### config.mk
export PLATFORM = sky130hd
export DESIGN_NAME = vip_ram_arbiter
export DESIGN_NICKNAME = d
export VERILOG_FILES = /design/src/rtl/vip_ram_arbiter.sv
export SDC_FILE = /design/constraint.sdc
export NUM_CORES = 1
export LEC_CHECK = 0
export CORE_MARGIN = 5
export CORE_UTILIZATION = 34
export CTS_CLUSTER_DIAMETER = 60
export CTS_CLUSTER_SIZE = 14
export DETAILED_ROUTE_END_ITERATION = 12
export GPL_TIMING_DRIVEN = 0
export PLACE_DENSITY = 0.59
export RECOVER_POWER = 50
export REMOVE_ABC_BUFFERS = 1
export SYNTH_ARGS = -nofsm -noshare
export SYNTH_HDL_FRONTEND = slang
export SYNTH_SLANG_ARGS = --single-unit
### constraint.sdc
create_clock -name clk -period 5.2 [get_ports clk]
set_input_delay 0.52 -clock clk [delete_from_list [all_inputs] [get_ports clk]]
set_output_delay 0.52 -clock clk [all_outputs]
set_load 0.005 [all_outputs]
### src/rtl/vip_ram_arbiter.sv
// -----------------------------------------------------------------------------
// vip_ram_arbiter
//   Shares the single VIP RAM access port among NREQ requesters (manager VIP
//   sub-menu, checkout discount lookup, new-member registration). One
//   requester is granted at a time in round-robin order. Each access is run
//   as IDLE -> ISSUE -> WAIT -> DONE. A discount "set" with an illegal code
//   skips the RAM and completes straight away with err.
//
// Ports
//   clk        system clock
//   rst        asynchronous, active-high reset
//   en         block enable; low aborts the transaction in flight and holds IDLE
//   req        per-requester request level, held until ack
//   op_flat    2 bits per requester: 00 none, 01 revoke, 10 read, 11 set
//   off_flat   5 bits per requester: discount code, used only by set
//   gnt        one-hot grant, held for the whole transaction
//   busy       high whenever the FSM is not in IDLE
//   ack        1-cycle completion pulse to the granted requester
//   err        1-cycle pulse together with ack for a rejected set
//   rd_off_o   discount captured by the last read
//   ram_wr_o   RAM command (op encoding), non-zero only in the ISSUE cycle
//   ram_off_o  discount code driven to the RAM
//   ram_off_i  RAM read data
// -----------------------------------------------------------------------------
module vip_ram_arbiter #(
  parameter int NREQ    = 3,
  parameter int RAM_LAT = 2,
  parameter int OFF_MAX = 9
) (
  input  logic              clk,
  input  logic              rst,
  input  logic              en,
  input  logic [NREQ-1:0]   req,
  input  logic [2*NREQ-1:0] op_flat,
  input  logic [5*NREQ-1:0] off_flat,
  output logic [NREQ-1:0]   gnt,
  output logic              busy,
  output logic              ack,
  output logic              err,
  output logic [4:0]        rd_off_o,
  output logic [1:0]        ram_wr_o,
  output logic [4:0]        ram_off_o,
  input  logic [4:0]        ram_off_i
);

  localparam int PW = $clog2(NREQ);
  localparam int CW = 3;

  typedef enum logic [1:0] {
    ST_IDLE  = 2'd0,
    ST_ISSUE = 2'd1,
    ST_WAIT  = 2'd2,
    ST_DONE  = 2'd3
  } state_t;

  // A set operation must carry a non-zero code no larger than OFF_MAX.
  function automatic logic off_legal(input logic [4:0] off);
    return (off != 5'd0) && (off <= 5'(OFF_MAX));
  endfunction

  state_t            state_r, state_n;
  logic [PW-1:0]     ptr_r, ptr_n;
  logic [PW-1:0]     sel_r, sel_n;
  logic [1:0]        op_r, op_n;
  logic [4:0]        off_r, off_n;
  logic [CW-1:0]     cnt_r, cnt_n;
  logic [NREQ-1:0]   gnt_r, gnt_n;
  logic              busy_r, busy_n;
  logic              ack_r, ack_n;
  logic              err_r, err_n;
  logic [4:0]        rd_off_r, rd_off_n;
  logic [1:0]        ram_wr_r, ram_wr_n;
  logic [4:0]        ram_off_r, ram_off_n;

  logic [NREQ-1:0]   elig_s;
  logic              found_s;
  logic [PW-1:0]     pick_s;
  logic [PW-1:0]     cand_s;
  logic [1:0]        pick_op_s;
  logic [4:0]        pick_off_s;
  logic [PW-1:0]     ptr_next_s;

  // Eligibility: requesting and asking for a real operation.
  always_comb begin
    elig_s = '0;
    for (int i = 0; i < NREQ; i++) begin
      elig_s[i] = req[i] & (op_flat[2*i +: 2] != 2'b00);
    end
  end

  // Round-robin pick: first eligible requester scanning ptr, ptr+1, ...
  always_comb begin
    found_s    = 1'b0;
    pick_s     = ptr_r;
    cand_s     = '0;
    pick_op_s  = 2'b00;
    pick_off_s = 5'd0;
    for (int k = 0; k < NREQ; k++) begin
      cand_s  = PW'((int'(ptr_r) + k) % NREQ);
      pick_s  = (!found_s && elig_s[cand_s]) ? cand_s : pick_s;
      found_s = found_s | elig_s[cand_s];
    end
    for (int i = 0; i < NREQ; i++) begin
      pick_op_s  = (pick_s == PW'(i)) ? op_flat[2*i +: 2]  : pick_op_s;
      pick_off_s = (pick_s == PW'(i)) ? off_flat[5*i +: 5] : pick_off_s;
    end
  end

  // The requester served last drops to the lowest priority.
  assign ptr_next_s = (sel_r == PW'(NREQ-1)) ? {PW{1'b0}} : (sel_r + PW'(1));

  // Next-state and next-output logic; every output is registered below.
  always_comb begin
    state_n   = state_r;
    ptr_n     = ptr_r;
    sel_n     = sel_r;
    op_n      = op_r;
    off_n     = off_r;
    cnt_n     = cnt_r;
    gnt_n     = gnt_r;
    ack_n     = 1'b0;
    err_n     = 1'b0;
    rd_off_n  = rd_off_r;
    ram_wr_n  = 2'b00;
    ram_off_n = ram_off_r;

    if (!en) begin
      // Abort: no ack for the dropped transaction, pointer and read data kept.
      state_n = ST_IDLE;
      gnt_n   = '0;
    end else begin
      case (state_r)
        ST_IDLE: begin
          if (found_s) begin
            sel_n = pick_s;
            op_n  = pick_op_s;
            off_n = pick_off_s;
            gnt_n = {{(NREQ-1){1'b0}}, 1'b1} << pick_s;
            if ((pick_op_s == 2'b11) && !off_legal(pick_off_s)) begin
              // Rejected set never reaches the RAM.
              state_n = ST_DONE;
              ack_n   = 1'b1;
              err_n   = 1'b1;
            end else begin
              state_n   = ST_ISSUE;
              ram_wr_n  = pick_op_s;
              ram_off_n = (pick_op_s == 2'b11) ? pick_off_s : 5'd0;
            end
          end else begin
            gnt_n = '0;
          end
        end
        ST_ISSUE: begin
          state_n = ST_WAIT;
          cnt_n   = CW'(RAM_LAT - 1);
        end
        ST_WAIT: begin
          if (cnt_r == {CW{1'b0}}) begin
            state_n = ST_DONE;
            ack_n   = 1'b1;
            // Read data becomes valid RAM_LAT cycles after the ISSUE cycle.
            rd_off_n = (op_r == 2'b10) ? ram_off_i : rd_off_r;
          end else begin
            cnt_n = cnt_r - CW'(1);
          end
        end
        ST_DONE: begin
          state_n = ST_IDLE;
          gnt_n   = '0;
          ptr_n   = ptr_next_s;
        end
        default: begin
          state_n = ST_IDLE;
          gnt_n   = '0;
        end
      endcase
    end

    busy_n = (state_n != ST_IDLE);
  end

  // State and output registers.
  always_ff @(posedge clk or posedge rst) begin
    if (rst) begin
      state_r   <= ST_IDLE;
      ptr_r     <= '0;
      sel_r     <= '0;
      op_r      <= 2'b00;
      off_r     <= 5'd0;
      cnt_r     <= '0;
      gnt_r     <= '0;
      busy_r    <= 1'b0;
      ack_r     <= 1'b0;
      err_r     <= 1'b0;
      rd_off_r  <= 5'd0;
      ram_wr_r  <= 2'b00;
      ram_off_r <= 5'd0;
    end else begin
      state_r   <= state_n;
      ptr_r     <= ptr_n;
      sel_r     <= sel_n;
      op_r      <= op_n;
      off_r     <= off_n;
      cnt_r     <= cnt_n;
      gnt_r     <= gnt_n;
      busy_r    <= busy_n;
      ack_r     <= ack_n;
      err_r     <= err_n;
      rd_off_r  <= rd_off_n;
      ram_wr_r  <= ram_wr_n;
      ram_off_r <= ram_off_n;
    end
  end

  assign gnt       = gnt_r;
  assign busy      = busy_r;
  assign ack       = ack_r;
  assign err       = err_r;
  assign rd_off_o  = rd_off_r;
  assign ram_wr_o  = ram_wr_r;
  assign ram_off_o = ram_off_r;

endmodule

# Word-level counts from Yosys, hierarchy flattened
# Index checks and enable logic that the tools add are counted.
# Widths: inputs -> output; s select.
# word_totals
romBits,0
output_inout_bits,18
regBits,29
in_bits,32
mem_bits_rw,0
memories,0
latchBits,0
elab_cells,99
# classes
div,3
n_addsub,4
reduce_logical,21
bitwise,6
eq_ne,10
order_cmp,4
mux,38
shifts,1
mul,0
# op_table
cell,n
$mod 32x3->32 const B,2
$mod 3x3->32 const B,1
$mux 2,15
$mux 5,4
$eq 2x2->1 const B,6
$pmux 3 s2,2
$reduce_bool 2->1,5
$lt 2x3->1 const B,3
$mux 1,9
$mux 3,3
$pmux 2 s4,1
$reduce_and 4->1,2
$bmux 1 s2,3
$reduce_and 3->1,2
$le 5x4->1 const B,1
$reduce_bool 5->1,1
$eq 2x1->1 const B,2
$logic_and 1x1->1,4
$logic_not 2->1,2
$add 2x1->3 const B,1
$add 2x2->3 const B,1
$and 1x1->1,3
$logic_not 1->1,3
$logic_not 3->1,1
9 further kinds,10

# Depth between registers and ports, before layout
# Gate-level depths: netlist (run 1).
# logic_depth
ltp_word,21
depth_mapped,14
mapped_depth_nobuf,11

# Worst setup path after synthesis (run 1)
# Ideal clock, no wire load.
# synth_timing
kind,register -> register
from,register ptr_r[0]
to,register ram_off_r[1] (netlist: ram_off_o[1])
path_slack_ns,2.055
path_stages_with_launch,15
setup_time_ns,0.124
arrival_time_ns,3.021
required_ns,5.076
n_path_buf,3
period_less_slack_ns,3.145
path_cell_list,dfrtp_1 > inv_1 > ha_1 > buf_4 > o211a_1 > a2111o_1 > and2_4 > o22a_1 > buf_6 > and2_4 > buf_6 > o21a_4 > o21a_4 > o311a_1 > a211o_1
# synth_between
elab_chain_len,18
elab_cells_between_ends,38
classes_between,add/sub: 2; div: 3; order compare: 1; eq/ne: 3; mux: 16; bitwise: 3; reduce/logical: 10
# synth_rtl
element,line,rtl
from (decl),62,"logic [PW-1:0] ptr_r, ptr_n;"
from (signal assigned),200,ptr_r <= ptr_n;
$add 2x1->3,99,cand_s = PW'((int'(ptr_r) + k) % NREQ);
$mod 32x3->32,99,
$bmux 1 s2,"100, 101",
$mux 1 (implied by the code),"100, 101",
$or 1x1->1,101,found_s = found_s | elig_s[cand_s];
$logic_not 1->1,100,pick_s = (!found_s && elig_s[cand_s]) ? cand_s : pick_s;
$logic_and 1x1->1,100,
$mux 2,100,
$logic_not 2->1,"104, 105",
$mux 5 (3 in series),105,pick_off_s = (pick_s == PW'(i)) ? off_flat[5*i +: 5] : pick_off_s;
$le 5x4->1 / $reduce_bool 5->1 (equally long branches),58,return (off != 5'd0) && (off <= 5'(OFF_MAX));
$logic_and 1x1->1,58,
$logic_not 1->1,139,if ((pick_op_s == 2'b11) && !off_legal(pick_off_s)) begin
$logic_and 1x1->1,139,
$not 1->1 (no source line),n/a,
$reduce_and 4->1 (no source line),n/a,
to (signal assigned),211,ram_off_r <= ram_off_n;
to (decl),73,"logic [4:0] ram_off_r, ram_off_n;"
# Several ways; a longest one is shown, not always the timed one. The select of a mux whose other input is x is not followed.
# A chain may end at the register's enable or synchronous reset.

# Final worst setup path (run 1)
# Ends and elaborated chain as after synthesis.

==> results of run 1 <==
-- power by group --
part	switching, mW	internal (mW)	total [mW]	leakage [nW]
clock network	0.0804	0.156	0.236	0.0585
logic	0.574	0.432	1.01	0.764
registers	0.0472	0.310	0.357	0.387
-- final timing paths --
check | to | slack [ns] | from
min | ptr_r[0]$_DFFE_PP0P_ | 0.48 | sel_r[0]$_DFFE_PP0P_
min in group asynchronous | rd_off_o[0]$_DFFE_PP0P_ | 0.96 | rst
max reg2reg | ram_off_o[1]$_DFFE_PP0P_ | 1.39 | ptr_r[0]$_DFFE_PP0P_
max in group asynchronous | gnt[0]$_DFFE_PP0P_ | 3.58 | rst
min reg2reg | ptr_r[0]$_DFFE_PP0P_ | 0.48 | sel_r[0]$_DFFE_PP0P_
max | ram_off_o[1]$_DFFE_PP0P_ | 1.39 | ptr_r[0]$_DFFE_PP0P_
-- layout by cell type (no fill, tap or decap), drive strengths merged, types with 5 or more instances in the layout --
| cell | Yosys | layout |
|---|---|---|
| dlygate4sd3 | 0 | 20 |
| dfrtp | 29 | 29 |
| o21ai | 17 | 17 |
| o21a | 8 | 8 |
| mux2 | 7 | 7 |
| and2 | 5 | 5 |
| clkbuf | 3 | 7 |
| o211ai | 6 | 6 |
| nand2 | 18 | 18 |
| nor2 | 14 | 14 |
| inv | 12 | 12 |
| nor3 | 5 | 5 |
| ha | 9 | 9 |
| clkdlybuf4s50 | 0 | 29 |
| a21oi | 6 | 6 |
| nor2b | 5 | 5 |
-- per-layer routing --
metal	up-vias	share of wire
met5	-	0
met4	0	0.0031
met3	2	0.053
met2	37	0.46
met1	842	0.48
li1	885	-
-- metrics by stage --
stage | total power [mW] | utilization
floorplan | 1.08 | -
global placement | 1.38 | 0.437
detailed placement | 1.38 | 0.437
CTS | 1.63 | 0.457
global route | 1.73 | 0.457
finish | 1.60 | 0.457
-- flip-flops by register name (all words and copies together) (netlist names), 2 cells and up --
signal / count
ram_off_o: 5
ptr_r: 2
cnt_r: 3
ram_wr_o: 2
gnt: 3
state_r: 2
sel_r: 2
rd_off_o: 5
op_r: 2
-- cell families (layout without fill, tap and decap cells) --
group / count (synthesis) / in the layout / share of synthesized area
AOI/OAI and AO/OA: 77 / 77 / 0.300
muxes: 11 / 11 / 0.0593
buffers and inverters: 19 / 69 / 0.0456
and+or+nand+nor: 65 / 65 / 0.177
DFF: 29 / 29 / 0.362
adders and majority gates: 9 / 9 / 0.0562
-- critical path: cells and delay by family, from the launching register on --
family | cells | cell delay (ns)
adders and majority gates | 1 | 0.49
DFF | 1 | 0.39
AOI/OAI and AO/OA | 5 | 1.83
and+or+nand+nor | 3 | 0.67
muxes | 1 | 0.28
buffers and inverters | 1 | 0.08
-- layout make-up --
| type | instances | area (um^2) |
|---|---|---|
| Fill cell | 585 | 3160 |
| Multi-Input combinational cell | 162 | 1190 |
| Sequential cell | 29 | 726 |
| Timing Repair Buffer | 49 | 490 |
| Tap cell | 75 | 93.8 |
| Clock buffer | 7 | 86.3 |
| Inverter | 12 | 45.0 |
| Clock inverter | 1 | 30.0 |
==> results.ini, run 1 <==
[routing]
vias_per_cell=5.27
firstDrtPassIters=4
first_iter_violations=77
route.detailed.drc=0
ant_nets=0
vias=1766
wl_um=4830
drt-wirelength-per-cell_um=14.4

[synthesis]
yosysTopAreaCell=dfrtp_1
synth_warnings=0
syn_inst=210
synth.cell_area_um2=2000
async_reset_ff_frac=1.00
synth_commonest_cells=29 x dfrtp_1, 17 x nand2_1, 17 x o21ai_0
synth.area.top_cells=dfrtp_1 36%, ha_1 5.6%, o21ai_0 4.2%
synth_cell_types=61
yosysMostFrequentCell=dfrtp_1
synth_edf_count=0
avgSynthCellArea_um2=9.54
ys_seq_area_frac=0.362
synth_flop_cell=dfrtp_1
synth_top_area_share=0.362
ys_ff_latch=29

[floorplan]
fp.dieW_um=86.8
io_pins=50
start_util=0.345
row_count=28
core_um2=5820
die_y_um=86.8
die_area_um2=7530

[global_routing]
grt_antenna_before_repair=0
grt_pass1_wl_um=7710
grt_usage=0.127
grt_util_met2=0.190
grt_max_degree=30
grt_pass1_vias=1625
use_met1=0.185
busiest_layer=met2
grt_overflow=0
gr-usage-met3=0.0352

[sta]
tightest_slew_ns=1.08
fin_crit_sh=0.732
maxSlewHeadroom=0.280
min_period_ns=3.81
whs_ns=0.485
setup_slack_ns=1.39
drv_slew=0
finalHoldViolCount=0
rsz0062_at_grt=false
fmax_mhz=263
finalSetupTns_ns=0
fin_skew_ns=0.00811
finalSetupViolations=0

[pwr]
leakage_nw=1.21
peakVddDrop_uv=267
power_density_nw_per_um2=602

[cts]
clock_sinks=29
postCtsSetupRepairBufs=0
cts.repair.resized=0
cts_root_buf=clkbuf_8
clkLatencyLatePin_ns=0.27
htree_levels=2
path_clk_slew_ns=0.06
holdBufCountCts=0
numCtsBuffers=5
cts_tree=yes
cts_buffer_depth=2

[cells_and_area]
fin_nets=300
drive_gt1_frac=0.108
num_antenna_cells=0
design_area_um2=2660
area_growth_pct=32.6
stdcell_count=335

[status]
status=finished clean

[critical_path]
critPathLaunchType=flip-flop
cp_slowest_cell=a21oi_2
crit_arrival_ns=4.02
crit_fanout=11
critPathKind=flip-flop to flip-flop
worstPathCellList=inv_1 -> ha_1 -> nor2_1 -> a22oi_1 -> a22oi_2 -> a21oi_2 -> mux2i_1 -> o21ai_0 -> nand2_1 -> nor4_1 -> a211o_1
critPathRequiredTime_ns=5.41
cpPeakStageDelay_ns=0.57
r2r_cells=11
cp-end-kind=flip-flop

[hold_path]
holdPathStages=1
hold_class=flip-flop to flip-flop

[place]
placed_area_um2=2540
portBuffers=49
gp_congestion=0.845
dp.final_hpwl_um=3740
dpl.cell_count=327
dpl_worst_slack_ns=1.27

[flow_run]
cap_viol_max_count=0

(Power assumes the default switching activity.)
==> run 2: changes to the inputs <==
==> constraint.sdc (replaced) <==
create_clock -name clk -period 3.8 [get_ports clk]
set_input_delay 0.38 -clock clk [delete_from_list [all_inputs] [get_ports clk]]
set_output_delay 0.38 -clock clk [all_outputs]
set_load 0.005 [all_outputs]
==> run 2 against run 1 <==
Against the previous run: flip-flop and latch count did not move; cell count unchanged; worst setup slack got worse by 1.2 ns; power rose by 38%; clock skew up 0.0011 ns; routed wire length fell by 0.19%; clock-buffer cell count did not move; first-iteration DRC count shrank 5.2%; core utilization up 0.13 points; clock power increased by 37%; die area unchanged; maximum frequency up 6.5%.
==> results.ini, run 2 (synthesized netlist as in run 1, its figures left out) <==
[cells_and_area]
area_growth_pct=33.0
fillers=585  ; unchanged
post-route-util=0.458  ; +0.00129
fin_nets=300  ; unchanged
design_area_um2=2670  ; +0.28%
mostFrequentLayoutCells=29 x dfrtp_1, 29 x clkdlybuf4s50_1, 20 x dlygate4sd3_1
num_antenna_cells=0  ; unchanged
drive_gt1_frac=0.108  ; unchanged

[hold_path]
hold_class=flip-flop to flip-flop

[floorplan]
core_um2=5820  ; unchanged
die_y_um=86.8  ; unchanged
start_util=0.345  ; unchanged
io_pins=50  ; unchanged
die_area_um2=7530  ; unchanged
row_count=28  ; unchanged
fp.dieW_um=86.8  ; unchanged

[sta]
rsz0062_at_grt=false
min_period_ns=3.58  ; -0.232 ns
tightest_slew_ns=1.07  ; -0.00697 ns
drv_slew=0  ; unchanged
finalSetupViolations=0  ; unchanged
finalSetupTns_ns=0  ; unchanged
finalHoldViolCount=0  ; unchanged
fmax_mhz=280  ; +6.5%
maxSlewHeadroom=0.284  ; +0.00465
fin_crit_sh=0.941  ; +0.209
fin_skew_ns=0.00921  ; +0.00110 ns

[cts]
clock_sinks=29  ; unchanged
cts_root_buf=clkbuf_8
holdBufCountCts=0  ; unchanged
clkLatencyLatePin_ns=0.27  ; about the same
htree_levels=2  ; unchanged
numCtsBuffers=5  ; unchanged
cts_tree=yes
path_clk_slew_ns=0.07  ; about the same
cts_buffer_depth=2  ; unchanged

[flow_run]
cap_viol_max_count=0  ; unchanged

[critical_path]
cp-end-kind=flip-flop
critPathRequiredTime_ns=3.96  ; -1.45 ns
crit_arrival_ns=3.74  ; -0.28 ns
critPathLaunchType=flip-flop
critPathKind=flip-flop to flip-flop
crit_fanout=11  ; unchanged

[place]
gp_congestion=0.845  ; unchanged
portBuffers=49  ; unchanged
placed_area_um2=2540  ; unchanged
dp.final_hpwl_um=3740  ; unchanged

[routing]
ant_nets=0  ; unchanged
first_iter_violations=73  ; -5.2%
vias_per_cell=5.25  ; -0.45%
wl_um=4820  ; -0.19%
drt-wirelength-per-cell_um=14.4  ; -0.19%
firstDrtPassIters=6  ; +2
vias=1758  ; -0.45%
route.detailed.drc=0  ; unchanged

[global_routing]
grt_pass1_vias=1625  ; unchanged
grt_usage=0.127  ; unchanged
grt_max_degree=30  ; unchanged
grt_pass1_wl_um=7710  ; unchanged
grt_overflow=0  ; unchanged
grt_antenna_before_repair=0  ; unchanged

[pwr]
peakVddDrop_uv=387  ; +45%
leakage_nw=1.21  ; +0.13%
power_density_nw_per_um2=826  ; +37%

[status]
status=finished clean

==> run 2: cell count changes in the layout (fill, tap and decap cells not counted) <==
cell,previous run,this run
a21oi_2,1,0
a21oi_4,0,1
==> run 2: stage by stage <==
step / hold WS [ns] / power, mW / cells / worst slack (ns)
after global routing: 0.511 / 2.37 / 335 / 0.0301
after floorplan: 0.442 / 1.48 / 203 / 0.651
after global placement: 0.462 / 1.89 / 327 / 0.0373
after detailed placement: 0.470 / 1.89 / 327 / 0.0132
after CTS: 0.487 / 2.23 / 335 / 0.0755
final: 0.486 / 2.20 / 335 / 0.223
==> run 2: final timing paths <==
check,start,to,slack (ns),cells after the start
worst max register to register,ptr_r[0]$_DFFE_PP0P_,ram_off_o[1]$_DFFE_PP0P_,0.22,11
max in group asynchronous,rst,gnt[0]$_DFFE_PP0P_,2.33,2
worst max-delay path,ptr_r[0]$_DFFE_PP0P_,ram_off_o[1]$_DFFE_PP0P_,0.22,11
worst min-delay path,sel_r[0]$_DFFE_PP0P_,ptr_r[0]$_DFFE_PP0P_,0.49,1
min in group asynchronous,rst,rd_off_o[0]$_DFFE_PP0P_,0.81,2
worst min register to register,sel_r[0]$_DFFE_PP0P_,ptr_r[0]$_DFFE_PP0P_,0.49,1
==> run 2: layout make-up <==
| cell class | instances | area [um^2] | share of cell area |
|---|---|---|---|
| Multi-Input combinational cell | 162 | 1190 | 0.448 |
| Sequential cell | 29 | 726 | 0.272 |
| Timing Repair Buffer | 49 | 490 | 0.184 |
| Tap cell | 75 | 93.8 | 0.0352 |
| Clock buffer | 7 | 86.3 | 0.0324 |
| Inverter | 12 | 45.0 | 0.0169 |
| Clock inverter | 1 | 30.0 | 0.0113 |
==> run 2: power breakdown <==
part	internal [mW]	switching [mW]	leakage [nW]
logic	0.596	0.793	0.766
clock network	0.213	0.111	0.0585
registers	0.424	0.0647	0.387
total	1.23	0.969	1.21
==> run 2: metal layers <==
layer / vias up / wire (um) / GRT usage
met1: 835 / 2330 / 0.185
met4: 0 / 13 / 0.0212
li1: 883 / - / -
met3: 2 / 243 / 0.0352
met5: - / 0 / 0
met2: 38 / 2230 / 0.190
==> run 2: worst max-delay path, stage by stage, from the launching register on <==
cell and delay, ns:
dfrtp_1 0.39, inv_1 0.08, ha_1 0.49, nand2_2 0.11
a2111o_1 0.48, a32oi_1 0.23, o22a_1 0.47, and2_4 0.29
o2bb2ai_2 0.19, nor4_4 0.10, o311a_1 0.36, a211o_1 0.27
==> run 2: repair_timing <==
item	4_1_cts	5_1_grt
gates resized for setup	0	1
buffers inserted	0	0
setup endpoints to repair	0	2
